--- config.mk ---
export PLATFORM = sky130hd
export DESIGN_NAME = ctrl_decode_queue
export DESIGN_NICKNAME = d
export VERILOG_FILES = /design/src/rtl/ctrl_pkg.sv /design/src/rtl/ctrl_opcode_decode.sv /design/src/rtl/ctrl_decode_queue.sv
export SDC_FILE = /design/constraint.sdc
export NUM_CORES = 1
export LEC_CHECK = 0
export CAP_MARGIN = 20
export CORE_MARGIN = 1
export CORE_UTILIZATION = 47
export DETAILED_ROUTE_END_ITERATION = 6
export HOLD_SLACK_MARGIN = 0.03
export MAX_ROUTING_LAYER = met4
export PLACE_DENSITY_LB_ADDON = 0.2
export RECOVER_POWER = 50
export SYNTH_ARGS = -nofsm -noshare
export SYNTH_HDL_FRONTEND = slang
export SYNTH_SLANG_ARGS = --single-unit
--- constraint.sdc ---
create_clock -name clk -period 7.1 [get_ports clk]
set_input_delay 1.42 -clock clk [delete_from_list [all_inputs] [get_ports clk]]
set_output_delay 1.42 -clock clk [all_outputs]
set_load 0.01 [all_outputs]
--- src/rtl/ctrl_pkg.sv ---
// Shared opcode constants, result/jump encodings and the control bundle
// produced by the opcode decoder and stored in the decode queue.
package ctrl_pkg;

  localparam logic [6:0] OP_LOAD   = 7'b0000011;
  localparam logic [6:0] OP_STORE  = 7'b0100011;
  localparam logic [6:0] OP_IALU   = 7'b0010011;
  localparam logic [6:0] OP_LUI    = 7'b0110111;
  localparam logic [6:0] OP_AUIPC  = 7'b0010111;
  localparam logic [6:0] OP_R      = 7'b0110011;
  localparam logic [6:0] OP_BRANCH = 7'b1100011;
  localparam logic [6:0] OP_JAL    = 7'b1101111;
  localparam logic [6:0] OP_JALR   = 7'b1100111;

  localparam logic [1:0] RES_ALU   = 2'b00;
  localparam logic [1:0] RES_MEM   = 2'b01;
  localparam logic [1:0] RES_PC4   = 2'b10;
  localparam logic [1:0] RES_PCIMM = 2'b11;

  localparam logic [1:0] J_NONE = 2'b00;
  localparam logic [1:0] J_JAL  = 2'b01;
  localparam logic [1:0] J_JALR = 2'b10;

  typedef struct packed {
    logic       RegWrite;
    logic [2:0] ImmSrc;
    logic       ALUSrc;
    logic       MemWrite;
    logic [1:0] ResultSrc;
    logic       Branch;
    logic [1:0] ALUOp;
    logic [1:0] J;
    logic       illegal;
  } ctrl_t;

endpackage

--- src/rtl/ctrl_opcode_decode.sv ---
// Combinational main decoder: opcode to control bundle. Unknown opcodes
// produce an all-zero bundle with only the illegal flag set.
module ctrl_opcode_decode
  import ctrl_pkg::*;
#(
  parameter bit SUPPORT_AUIPC = 1'b1
) (
  input  logic [6:0] op,
  output ctrl_t      ctrl
);

  always_comb begin
    ctrl = '0;
    unique case (op)
      OP_LOAD:   begin ctrl.RegWrite = 1'b1; ctrl.ALUSrc = 1'b1; ctrl.ResultSrc = RES_MEM; end
      OP_STORE:  begin ctrl.ImmSrc = 3'b001; ctrl.ALUSrc = 1'b1; ctrl.MemWrite = 1'b1; end
      OP_IALU:   begin ctrl.RegWrite = 1'b1; ctrl.ALUSrc = 1'b1; ctrl.ALUOp = 2'b10; end
      OP_LUI:    begin
        ctrl.RegWrite = 1'b1; ctrl.ImmSrc = 3'b100; ctrl.ALUSrc = 1'b1; ctrl.ALUOp = 2'b11;
      end
      OP_AUIPC:  begin
        if (SUPPORT_AUIPC) begin
          ctrl.RegWrite = 1'b1; ctrl.ImmSrc = 3'b100; ctrl.ALUSrc = 1'b1;
          ctrl.ResultSrc = RES_PCIMM;
        end else begin
          ctrl.illegal = 1'b1;
        end
      end
      OP_R:      begin ctrl.RegWrite = 1'b1; ctrl.ALUOp = 2'b10; end
      OP_BRANCH: begin ctrl.ImmSrc = 3'b010; ctrl.Branch = 1'b1; ctrl.ALUOp = 2'b01; end
      OP_JAL:    begin
        ctrl.RegWrite = 1'b1; ctrl.ImmSrc = 3'b011; ctrl.ResultSrc = RES_PC4; ctrl.J = J_JAL;
      end
      OP_JALR:   begin
        ctrl.RegWrite = 1'b1; ctrl.ALUSrc = 1'b1; ctrl.ResultSrc = RES_PC4; ctrl.J = J_JALR;
      end
      default:   ctrl.illegal = 1'b1;
    endcase
  end

endmodule

--- src/rtl/ctrl_decode_queue.sv ---
// Decode stage between fetch and execute: decodes each accepted instruction
// into a control bundle and queues it with its pc/funct3 in a DEPTH-entry FIFO.
module ctrl_decode_queue
  import ctrl_pkg::*;
#(
  parameter int DEPTH         = 2,
  parameter bit SUPPORT_AUIPC = 1'b1,
  parameter int PC_W          = 32
) (
  input  logic            clk,
  input  logic            rst,
  input  logic            in_valid,
  output logic            in_ready,
  input  logic [31:0]     instr,
  input  logic [PC_W-1:0] pc,
  input  logic            flush,
  output logic            out_valid,
  input  logic            out_ready,
  output logic [PC_W-1:0] out_pc,
  output logic [2:0]      out_funct3,
  output logic            RegWrite,
  output logic            MemWrite,
  output logic            ALUSrc,
  output logic            Branch,
  output logic [2:0]      ImmSrc,
  output logic [1:0]      ResultSrc,
  output logic [1:0]      ALUOp,
  output logic [1:0]      J,
  output logic            illegal,
  output logic            trap_pending,
  input  logic            trap_clr
);

  localparam int AW = (DEPTH > 1) ? $clog2(DEPTH) : 1;
  localparam logic [AW:0] DEPTH_C = (AW + 1)'(DEPTH);

  typedef struct packed {
    logic [PC_W-1:0] pc;
    logic [2:0]      funct3;
    ctrl_t           ctrl;
  } entry_t;

  entry_t        mem_q [DEPTH];
  logic [AW-1:0] wr_ptr_q, wr_ptr_d, rd_ptr_q, rd_ptr_d;
  logic [AW:0]   count_q, count_d;
  logic          trap_q, trap_d;
  ctrl_t         dec_ctrl;
  entry_t        new_entry, head;
  logic          push, pop;
  logic          unused_instr_bits;

  ctrl_opcode_decode #(.SUPPORT_AUIPC(SUPPORT_AUIPC)) u_decode (
    .op   (instr[6:0]),
    .ctrl (dec_ctrl)
  );

  assign unused_instr_bits = ^{instr[31:15], instr[11:7]};
  assign new_entry = '{pc: pc, funct3: instr[14:12], ctrl: dec_ctrl};

  assign in_ready  = !trap_q && (count_q < DEPTH_C);
  assign out_valid = (count_q != '0);
  // Flush wins over any handshake in the same cycle.
  assign push = in_valid && in_ready && !flush;
  assign pop  = out_valid && out_ready && !flush;

  always_comb begin
    wr_ptr_d = wr_ptr_q;
    rd_ptr_d = rd_ptr_q;
    count_d  = count_q;
    trap_d   = trap_q;
    if (flush) begin
      wr_ptr_d = '0;
      rd_ptr_d = '0;
      count_d  = '0;
    end else begin
      if (push) wr_ptr_d = wr_ptr_q + AW'(1);
      if (pop)  rd_ptr_d = rd_ptr_q + AW'(1);
      if (push && !pop)      count_d = count_q + (AW + 1)'(1);
      else if (pop && !push) count_d = count_q - (AW + 1)'(1);
    end
    // A trap raised by the popped entry takes priority over a clear.
    if (pop && head.ctrl.illegal) trap_d = 1'b1;
    else if (trap_clr)            trap_d = 1'b0;
  end

  always_ff @(posedge clk or posedge rst) begin
    if (rst) begin
      wr_ptr_q <= '0;
      rd_ptr_q <= '0;
      count_q  <= '0;
      trap_q   <= 1'b0;
    end else begin
      wr_ptr_q <= wr_ptr_d;
      rd_ptr_q <= rd_ptr_d;
      count_q  <= count_d;
      trap_q   <= trap_d;
    end
  end

  always_ff @(posedge clk) begin
    if (push) mem_q[wr_ptr_q] <= new_entry;
  end

  // Stale storage is never exposed: an empty queue presents all zeros.
  assign head = out_valid ? mem_q[rd_ptr_q] : '0;

  assign out_pc       = head.pc;
  assign out_funct3   = head.funct3;
  assign RegWrite     = head.ctrl.RegWrite;
  assign MemWrite     = head.ctrl.MemWrite;
  assign ALUSrc       = head.ctrl.ALUSrc;
  assign Branch       = head.ctrl.Branch;
  assign ImmSrc       = head.ctrl.ImmSrc;
  assign ResultSrc    = head.ctrl.ResultSrc;
  assign ALUOp        = head.ctrl.ALUOp;
  assign J            = head.ctrl.J;
  assign illegal      = head.ctrl.illegal;
  assign trap_pending = trap_q;

endmodule

==> metrics.txt <==
CTS sink count=103; Post-Route Setup TNS=0 ns; max_cap viols=0; sw power=295 uW; share of cells above drive strength 1=0.0553; initial antenna violation count=0; CTS tree=done; Period minus WS final=4.00 ns; mux cell area share after synthesis=0.119; Slew Limit Fails=0; drt pass-1 iters=4; #FFs+latches synth=103; clock-pin slew on the worst setup and hold paths=0.09 ns; Clock power frac=0.300; worst r2r path cells=3; HP Class=reg -> reg; CP cell instances=buf_4 -> mux2i_1 -> nor2_1 -> clkdlybuf4s50_1; number of inserted diodes=0; Multi-input gate area=1020 um2; die width=96.8 um; grt total ovfl=0; Post-Syn Nets=346; post-synthesis simple-gate area fraction=0.0938; Startpoint Class=flop; largest family of logic cells by synthesized area=multiplexers; Die Area=9380 um2; Primary FF master, synth=edfxtp_1; IO Count=122; H-tree levels=3; Peak Freq=250 MHz; global-route wire length before repair=12.1 mm; CP endpoint kind=output port; sequential fraction of the synthesis area=0.726; vias=2475; largest net degree at the start of global routing=52; synthesized instance count=276; gpl congestion=0.823; Compound-Gate Fraction of Synth Area=0.0266; cts bufs inserted=9; via/cell ratio=5.07; skew final=0.00740 ns; Switching Share=0.230; first-iteration detailed-routing DRC count=94; Core Util, Final=0.628; Leak=1.80 nW; Post-DRT Antenna Nets=0; setup bufs post-CTS=0; Setup CP Type=reg -> out; Post-synth EDFFs=98; clock latency on the worst-skew pair=0.35 ns; Hold Slack=0.559 ns; fin crit share=0.563; vias in the first global route=2535; critical path fanouts, max=26; worst slew pin tran=1.36 ns; syn avg cell area=15.3 um2; CTS Buffer Depth=2; run status=completed; Core ar.=8720 um2; relative slew slack=0.0924; CP required=5.68 ns; Comb pwr share=0.147; ys async rst share=0.0485; Reg area=3070 um2; Hold Buf Count CTS=0; placed wire-length estimate=4.72 mm; Starting Density=0.485; Syn-to-layout area delta=29.5%; final hold viol count=0; RSZ-0062 raised after global routing=no; drt drc=0; Die Ht=96.8 um; Row Count=34; Post-Synth XOR/XNOR Area=0.00829; Cell Area, Synth=4230 um2; post-cts resize count=0; Yosys cell types=32; Total GRT Usage=0.170; synth warn=0; Seq pwr share=0.553; fin nets=446; Crit path largest cell delay=0.87 ns; # port buffers=99; fill count=665; P_int=991 uW; PD cells=235 nW/um2; Slowest-stage cell, CP=dfrtp_2; Hold Path Depth=2; root buffer cell=clkbuf_8; post-synthesis adder-cell area fraction=0; Worst EP arrival=2.58 ns; final wirelength=7.41 mm; Peak supply drop=0.125 mV; # setup viols final=0; DR WL/cell=15.2 um
-- metal layers --
layer | part of all wire | wire, um | vias to the layer above | track usage
li1 | - | - | 1217 | -
met1 | 0.45 | 3360 | 1175 | 0.207
met2 | 0.50 | 3710 | 76 | 0.284
met3 | 0.035 | 262 | 7 | 0.0303
met4 | 0.0095 | 70 | 0 | 0.0654
met5 | 0 | 0 | - | -
-- worst paths after layout --
kind,from,endpoint,slack (ns)
worst max-delay path,rd_ptr_q$_DFFE_PP0P_,out_pc[16],3.10
worst min-delay path,trap_pending$_DFFE_PP0P_,trap_pending$_DFFE_PP0P_,0.56
worst max register to register,count_q[1]$_DFFE_PP0P_,mem_q[0][9]$_DFFE_PP_,4.40
worst min register to register,trap_pending$_DFFE_PP0P_,trap_pending$_DFFE_PP0P_,0.56
max in group asynchronous,rst,rd_ptr_q$_DFFE_PP0P_,5.49
min in group asynchronous,rst,count_q[1]$_DFFE_PP0P_,1.41
-- cell families (layout without fill, tap and decap cells) --
family | after synthesis | count (layout)
XOR/XNOR | 4 | 4
flip-flops | 103 | 103
AO/OA/AOI/OAI | 16 | 16
multiplexers | 50 | 50
AND/OR/NAND/NOR | 84 | 84
buffers and inverters | 19 | 123
-- cells in the mapped netlist (2+ instances only) --
library cell  instances  area, um2
a21oi_1               6       30.0
buf_2                 8       40.0
nor3b_2               2       25.0
mux2i_1              49        490
buf_6                 2       22.5
nand3_1               3       15.0
edfxtp_1             98       2940
or3_1                 2       12.5
inv_1                 4       15.0
nor2_1               57        214
buf_4                 4       30.0
nand2b_1              3       18.8
a311oi_1              2       17.5
o21ai_0               4       20.0
nand4b_1              2       17.5
nor3_1                6       30.0
xor2_1                3       26.3
nand2_1               3       11.3
dfrtp_1               5        125
-- sequential cells by signal, indices dropped and copies added (netlist names) --
register / flops
count_q: 2
mem_q: 98
rd_ptr_q: 1
trap_pending: 1
wr_ptr_q: 1
-- metrics by stage --
step,area [um2],setup slack (ns),power (mW),std cells
finish,5480,3.10,1.29,488
global route,5480,2.93,1.34,488
CTS,5520,3.03,1.30,488
detailed placement,5310,3.37,0.925,473
global placement,5310,3.39,0.921,473
floorplan,4230,1.25,0.825,276
-- area by class of cell --
type,count,area share
inverters,4,0.00274
clock buffers,9,0.0226
flip-flops and latches,103,0.561
well taps,108,0.0247
multi-input cells,154,0.186
repair buffers,104,0.187
clock inverters,6,0.0158
-- worst max-delay path, delay by kind of cell, from the launching register on --
kind                   cells  cell delay, ns
DFF                        1            0.87
and+or+nand+nor            1            0.13
muxes                      1            0.14
buffers and inverters      2            1.07
-- power by group through the flow --
stage                     combinational, mW  clock (mW)  sequential [mW]
final                                 0.189       0.385            0.712
after global routing                  0.206       0.415            0.715
after CTS                             0.200       0.391            0.712
after detailed placement              0.199           0            0.726
after global placement                0.197           0            0.725
after floorplan                       0.106           0            0.719
-- placed cells by master (no fill, tap or decap), types with 2 or more instances in the layout --
cell type        netlist  layout
o21ai_0                4       4
nand2_1                3       3
clkdlybuf4s50_1        0      57
nand3_1                3       3
xor2_1                 3       3
a21oi_1                6       7
clkbuf_8               0       9
dfrtp_1                5       4
or3_1                  2       2
nor2_1                57      56
inv_1                  4       4
nand4b_1               2       2
clkinvlp_4             0       3
bufinv_16              0       2
nor3_1                 6       6
nor3b_1                1       3
edfxtp_1              98      98
a311oi_1               2       2
nand2b_1               3       4
buf_4                  4       4
dlygate4sd3_1          0      42
mux2i_1               49      49
(Power assumes the default switching activity.)
